<file path="src/rtl/axis_to_serial_tx_pkg.sv">
// Shared definitions for the serial host link: polarity, mode, synchronizer
// depth and the transmitter state encoding.
package axis_to_serial_tx_pkg;

    localparam int   SPI_MODE            = 0;
    localparam int   SYNC_STAGES_DEFAULT = 2;
    localparam logic CS_ACTIVE           = 1'b0;

    typedef enum logic [1:0] {
        ST_IDLE  = 2'd0,
        ST_ARMED = 2'd1,
        ST_SHIFT = 2'd2
    } tx_state_e;

    // Bit counter must hold 0..data_width inclusive.
    function automatic int cnt_width(input int data_width);
        return $clog2(data_width + 1);
    endfunction

endpackage

</file>
<file path="src/rtl/sync_edge_detect.sv">
// Multi-flop synchronizer for an asynchronous input followed by one
// edge-detect register producing single-clk rise/fall pulses.
module sync_edge_detect #(
    parameter int   STAGES    = 2,
    parameter logic RESET_VAL = 1'b1
) (
    input  logic clk,
    input  logic reset,
    input  logic async_in,
    output logic rise,
    output logic fall
);

    logic [STAGES-1:0] sync_r;
    logic              prev_r;
    logic              rise_r;
    logic              fall_r;

    // Synchronizer chain plus registered edge detection.
    always_ff @(posedge clk or posedge reset) begin
        if (reset) begin
            sync_r <= {STAGES{RESET_VAL}};
            prev_r <= RESET_VAL;
            rise_r <= 1'b0;
            fall_r <= 1'b0;
        end else begin
            sync_r <= {sync_r[STAGES-2:0], async_in};
            prev_r <= sync_r[STAGES-1];
            rise_r <= sync_r[STAGES-1] & ~prev_r;
            fall_r <= ~sync_r[STAGES-1] & prev_r;
        end
    end

    assign rise = rise_r;
    assign fall = fall_r;

endmodule

</file>
<file path="src/rtl/axis_to_serial_tx.sv">
// SPI-slave (mode 0) transmitter: one-word hold buffer feeding a shift
// register that the host clocks out MSB first on serial_miso.
module axis_to_serial_tx
    import axis_to_serial_tx_pkg::*;
#(
    parameter int DATA_WIDTH  = 32,
    parameter int SYNC_STAGES = SYNC_STAGES_DEFAULT
) (
    input  logic                  clk,
    input  logic                  reset,
    input  logic                  s_axis_tvalid,
    output logic                  s_axis_tready,
    input  logic                  s_axis_tlast,
    input  logic [DATA_WIDTH-1:0] s_axis_tdata,
    input  logic                  serial_sck,
    input  logic                  serial_cs,
    output logic                  serial_miso,
    output logic                  serial_rts,
    output logic                  serial_eop,
    output logic                  underrun
);

    localparam int             CNT_W    = cnt_width(DATA_WIDTH);
    localparam logic [CNT_W-1:0] CNT_FULL = CNT_W'(DATA_WIDTH);
    localparam logic [CNT_W-1:0] CNT_ONE  = CNT_W'(1);
    localparam logic [CNT_W-1:0] CNT_ZERO = CNT_W'(0);

    logic sck_rise_s, sck_fall_s, cs_rise_s, cs_fall_s;

    sync_edge_detect #(.STAGES(SYNC_STAGES), .RESET_VAL(1'b1)) u_sck_sync (
        .clk      (clk),
        .reset    (reset),
        .async_in (serial_sck),
        .rise     (sck_rise_s),
        .fall     (sck_fall_s)
    );

    sync_edge_detect #(.STAGES(SYNC_STAGES), .RESET_VAL(~CS_ACTIVE)) u_cs_sync (
        .clk      (clk),
        .reset    (reset),
        .async_in (serial_cs),
        .rise     (cs_rise_s),
        .fall     (cs_fall_s)
    );

    tx_state_e             state_r;
    logic [DATA_WIDTH-1:0] hold_data_r;
    logic                  hold_last_r;
    logic                  hold_valid_r;
    logic [DATA_WIDTH-1:0] shift_r;
    logic [DATA_WIDTH-1:0] shadow_r;
    logic                  shift_active_r;
    logic                  eop_r;
    logic [CNT_W-1:0]      bitcnt_r;
    logic                  tready_r;
    logic                  miso_r;
    logic                  rts_r;
    logic                  underrun_r;

    logic accept_s, sck_rise_q_s, sck_fall_q_s, full_s;
    logic retire_s, abort_s, transfer_s;
    logic hold_valid_nxt_s, shift_active_nxt_s;

    // Qualify host clock edges and decide retire/abort/transfer for this cycle.
    always_comb begin
        accept_s           = s_axis_tvalid & tready_r;
        sck_rise_q_s       = sck_rise_s & (state_r != ST_IDLE);
        sck_fall_q_s       = sck_fall_s & (state_r == ST_SHIFT);
        full_s             = (bitcnt_r == CNT_FULL);
        retire_s           = shift_active_r & full_s & (sck_fall_q_s | cs_rise_s);
        abort_s            = shift_active_r & cs_rise_s & ~full_s & (bitcnt_r != CNT_ZERO);
        transfer_s         = hold_valid_r & (~shift_active_r | retire_s);
        hold_valid_nxt_s   = accept_s | (hold_valid_r & ~transfer_s);
        shift_active_nxt_s = transfer_s | (shift_active_r & ~retire_s);
    end

    // Transaction FSM, AXIS hold buffer and shift datapath.
    always_ff @(posedge clk or posedge reset) begin
        if (reset) begin
            state_r        <= ST_IDLE;
            hold_data_r    <= '0;
            hold_last_r    <= 1'b0;
            hold_valid_r   <= 1'b0;
            shift_r        <= '0;
            shadow_r       <= '0;
            shift_active_r <= 1'b0;
            eop_r          <= 1'b0;
            bitcnt_r       <= CNT_ZERO;
            tready_r       <= 1'b0;
            miso_r         <= 1'b0;
            rts_r          <= 1'b0;
            underrun_r     <= 1'b0;
        end else begin
            case (state_r)
                ST_IDLE: begin
                    if (cs_fall_s) state_r <= ST_ARMED;
                end
                ST_ARMED: begin
                    if (cs_rise_s)         state_r <= ST_IDLE;
                    else if (sck_rise_q_s) state_r <= ST_SHIFT;
                end
                ST_SHIFT: begin
                    if (cs_rise_s) state_r <= ST_IDLE;
                end
                default: state_r <= ST_IDLE;
            endcase

            if (accept_s) begin
                hold_data_r <= s_axis_tdata;
                hold_last_r <= s_axis_tlast;
            end
            hold_valid_r   <= hold_valid_nxt_s;
            tready_r       <= ~hold_valid_nxt_s;
            shift_active_r <= shift_active_nxt_s;
            rts_r          <= hold_valid_nxt_s | shift_active_nxt_s;
            underrun_r     <= sck_rise_q_s & ~shift_active_r;

            // A cs rise mid-word restores the shadow so the host can resend it.
            if (transfer_s) begin
                shift_r  <= hold_data_r;
                shadow_r <= hold_data_r;
                eop_r    <= hold_last_r;
                bitcnt_r <= CNT_ZERO;
                miso_r   <= hold_data_r[DATA_WIDTH-1];
            end else if (retire_s) begin
                eop_r    <= 1'b0;
                bitcnt_r <= CNT_ZERO;
                miso_r   <= 1'b0;
            end else if (abort_s) begin
                shift_r  <= shadow_r;
                bitcnt_r <= CNT_ZERO;
                miso_r   <= shadow_r[DATA_WIDTH-1];
            end else if (shift_active_r && sck_rise_q_s && !full_s) begin
                bitcnt_r <= bitcnt_r + CNT_ONE;
            end else if (shift_active_r && sck_fall_q_s && !full_s) begin
                shift_r  <= {shift_r[DATA_WIDTH-2:0], 1'b0};
                miso_r   <= shift_r[DATA_WIDTH-2];
            end
        end
    end

    assign s_axis_tready = tready_r;
    assign serial_miso   = miso_r;
    assign serial_rts    = rts_r;
    assign serial_eop    = eop_r;
    assign underrun      = underrun_r;

endmodule

</file>
<file path="config.mk">
export PLATFORM = sky130hd
export DESIGN_NAME = axis_to_serial_tx
export DESIGN_NICKNAME = d
export VERILOG_FILES = /design/src/rtl/axis_to_serial_tx_pkg.sv /design/src/rtl/sync_edge_detect.sv /design/src/rtl/axis_to_serial_tx.sv
export SDC_FILE = /design/constraint.sdc
export NUM_CORES = 1
export LEC_CHECK = 0
export BUFFER_PORTS_ARGS = -buffer_cell sky130_fd_sc_hd__buf_4
export CORE_UTILIZATION = 45
export DETAILED_ROUTE_END_ITERATION = 10
export PLACE_DENSITY = 0.72
export SYNTH_ARGS = -nofsm -noshare
export SYNTH_HDL_FRONTEND = slang
export SYNTH_SLANG_ARGS = --single-unit
</file>
<file path="constraint.sdc">
create_clock -name clk -period 3.8 [get_ports clk]
set_clock_uncertainty 0.1 [all_clocks]
set_input_delay 0.19 -clock clk [delete_from_list [all_inputs] [get_ports clk]]
set_output_delay 0.19 -clock clk [all_outputs]
set_load 0.02 [all_outputs]
</file>
==> flow_summary.ini <==
[outcome]
status = completed

[final_layout]
final_cell_area_sq_um = 6480
final_core_util_pct = 58.8
diodes = 0
layout.cells.non_filler = 704
drive_gt1_share_pct = 23.2
fillerInstances = 919
layout.nets = 591
syn2layout_area_growth_pct = 25.4

[clock_network]
htreeDepth = 4
path_clk_slew_ns = 0.06
cts_buffers = 17
cts.sinks = 121
cts.path.max_buffers = 2
postCtsSetupBuffers = 0
cts_tree = yes
cts_root_buffer = clkbuf_16
clk_latency_ns = 0.41

[routing]
top_layer_used = met4
drtIter0Drc = 189
drtPass1Iterations = 4
drtAntennaViolNets = 0
wl_met2_mm = 5.00
num_vias = 3710
route.detailed.drc = 0
wl_per_cell_um = 14.1
wl_mm = 9.95
wl_met3_um = 387
wl_met1_mm = 4.52
viasPerCell = 5.27

[timing]
fin_ws_ns = 1.13
max_slew_margin_pct = 30.8
timing.fmax_ghz = 0.375
setup_viol = 0
worst_slew_pin_slew_ns = 1.04
hold_violations = 0
rsz0062_at_grt = false
fin_crit_sh_pct = 70.1
fin_tns_setup_ns = 0
min_period_ns = 2.67
slew_violations = 0

[critical_path]
cp.arrival_ns = 2.91
cpMaxStageDelayCell = o211ai_4
crit_path_end_kind = flop
cp_cell_sequence = inv_1, ha_1, or4b_4, o211ai_4, nand2_1, a311oi_1, a21o_1
path_buf_inv = 1
crit_fanout = 32
crit_family = compound AO/OA/AOI/OAI gates
r2r_slack_ns = 1.13
slowest_delay_ns = 0.75
startpoint_type = flop
cp_data_required_time_ns = 4.05
worstSetupPathType = flop to flop

[global_routing]
grt_max_degree = 69
grt_pass1_vias = 3764
grtUsageTotal_pct = 19.4
antenna_found_initial = 0
grt_pass1_wl_mm = 17.6
grt.overflow.total = 0

[yosys]
synthSimpleGateAreaFrac_pct = 12.6
synth_compound_area_share_pct = 15.3
synth_mux_area_share_pct = 7.57
synth_ff_type = dfrtp_1
synth_top_family_by_area = compound AO/OA/AOI/OAI gates
synth-xor-area-share_pct = 0.677
synth-edff-count = 0
syn_area_sq_um = 5170
syn_area_per_cell_sq_um = 10.9
ys_types = 45
async_flop_share_pct = 100
syn-num-nets = 515
yosysSeqAreaShare_pct = 58.7
ys_ff_latch = 121
synth_adder_area_share_pct = 0.484
ys_warn_count = 0
postSynthCellCount = 475

[power]
p_int_w = 0.00305
ir_drop_mv = 0.399
seqPwrFrac_pct = 43.2
clkPwrFrac_pct = 36.7
leakagePower_nw = 3.06
switchingPower_w = 0.00117
p_per_area_nw_per_um2 = 651
comb_power_share_pct = 20.2
swShare_pct = 27.6

[flow_run]
maxCapViolations = 0

[floorplanning]
io-pin-count = 43
die_w_um = 109
coreArea_sq_um = 11000
die_area_sq_um = 11900
fp-row-count = 38
start_util_pct = 46.9
die_h_um = 109

[placed_design]
post-place-ws_ns = 1.16
dpl_cell_area_sq_um = 5550
place_inst = 636
io_buffers = 42
post-dp-hpwl_mm = 5.93
gp_congestion = 0.765

[min_path]
hold_path.class = primary input to flop
==> layer usage <==
metal | global-route usage (%) | up-vias
met5 | 0 | -
met4 | 6.29 | 0
met3 | 5.74 | 2
met2 | 32.9 | 85
met1 | 23.7 | 1836
li1 | - | 1787
==> metrics by stage <==
step           hold slack, ns  power (W)
6_report                0.219    0.00422
2_1_floorplan          0.0945    0.00247
3_5_place_dp            0.201    0.00266
5_1_grt                 0.240    0.00446
4_1_cts                 0.213    0.00426
3_3_place_gp            0.201    0.00261
==> sequential cells by signal, indices dropped and copies added (netlist names), 2 cells and up <==
name and cells:
hold_data_r 32, shadow_r 32, shift_r 31, bitcnt_r 6, state_r 2, u_cs_sync.sync_r 2
u_sck_sync.sync_r 2
==> layout by cell type (no fill, tap or decap), types with 2 or more instances in the layout <==
cell,instances
nand3_1,4
mux2_2,33
clkinvlp_4,4
nor2_1,16
clkbuf_16,17
nor2b_1,5
nand2b_1,2
bufinv_16,2
mux2i_1,2
clkinv_4,4
ha_1,2
o2bb2ai_1,12
a21o_1,5
xor2_1,2
nand2_1,110
a21oi_1,29
clkinv_2,4
o21ai_2,5
inv_1,19
a311oi_1,4
dfstp_2,6
dlygate4sd3_1,36
buf_4,48
nand4_1,3
o2111ai_1,2
dfrtp_1,115
xnor2_1,2
o21ai_1,9
a22o_1,14
o21ai_0,28
==> power groups by stage <==
stage	Sequential, W	Clock, W	Combinational, W
finish	0.00182	0.00155	0.000850
global route	0.00186	0.00164	0.000961
CTS	0.00182	0.00158	0.000862
detailed placement	0.00183	0	0.000824
global placement	0.00182	0	0.000782
floorplan	0.00178	0	0.000693
==> repair_timing <==
item,CTS,global route
gates resized for setup,0,0
hold buffers,36,0
hold endpoints to repair,95,0
endpoints found under the setup margin,0,0
==> tightest hold or removal path: stages <==
cell	delay (ns)
buf_4	0.08
nand2_1	0.04
buf_4	0.27
nand2_1	0.10
==> cell type report <==
cell class / count / area, sq um / area share, %
flip-flops and latches: 121 / 3040 / 46.8
multi-input cells: 307 / 1900 / 29.2
repair buffers: 84 / 721 / 11.1
clock buffers: 17 / 425 / 6.56
well taps: 140 / 175 / 2.70
clock inverters: 15 / 154 / 2.37
inverters: 20 / 77.6 / 1.20
==> final timing paths <==
path | from | endpoint | cells after the start
max in group asynchronous | reset | hold_data_r[2] | 4
worst min-delay path | s_axis_tvalid | hold_valid_r | 4
min in group asynchronous | reset | hold_data_r[16] | 3
worst min register to register | u_sck_sync.sync_r[0] | u_sck_sync.sync_r[1] | 0
worst max-delay path | bitcnt_r[0] | shift_r[17] | 7
worst max register to register | bitcnt_r[0] | shift_r[17] | 7
==> cells in the mapped netlist (all sizes together) (2+ instances only) <==
master / count / area, sq um
dfstp: 6 / 158
a311oi: 4 / 35.0
a211oi: 2 / 27.5
clkbuf: 7 / 26.3
buf: 20 / 139
mux2i: 2 / 20.0
ha: 2 / 25.0
a22o: 14 / 123
a21o: 5 / 37.5
nand2b: 2 / 12.5
nor2b: 5 / 31.3
nand4: 3 / 18.8
dfrtp: 115 / 2880
o2bb2ai: 12 / 105
xnor2: 2 / 17.5
xor2: 2 / 17.5
a21oi: 29 / 145
o2111ai: 2 / 17.5
nand2: 110 / 413
nor4b: 2 / 38.8
nand3: 4 / 20.0
inv: 20 / 75.1
nor2: 16 / 60.1
o211ai: 2 / 28.8
o21ai: 42 / 229
mux2: 33 / 372
==> cells by family after synthesis <==
logic type	after synthesis
simple gates	149
fa+ha+maj	2
xor+xnor	4
mux	35
compound gates	117
buf+inv	47
flops	121
(Power assumes the default switching activity.)
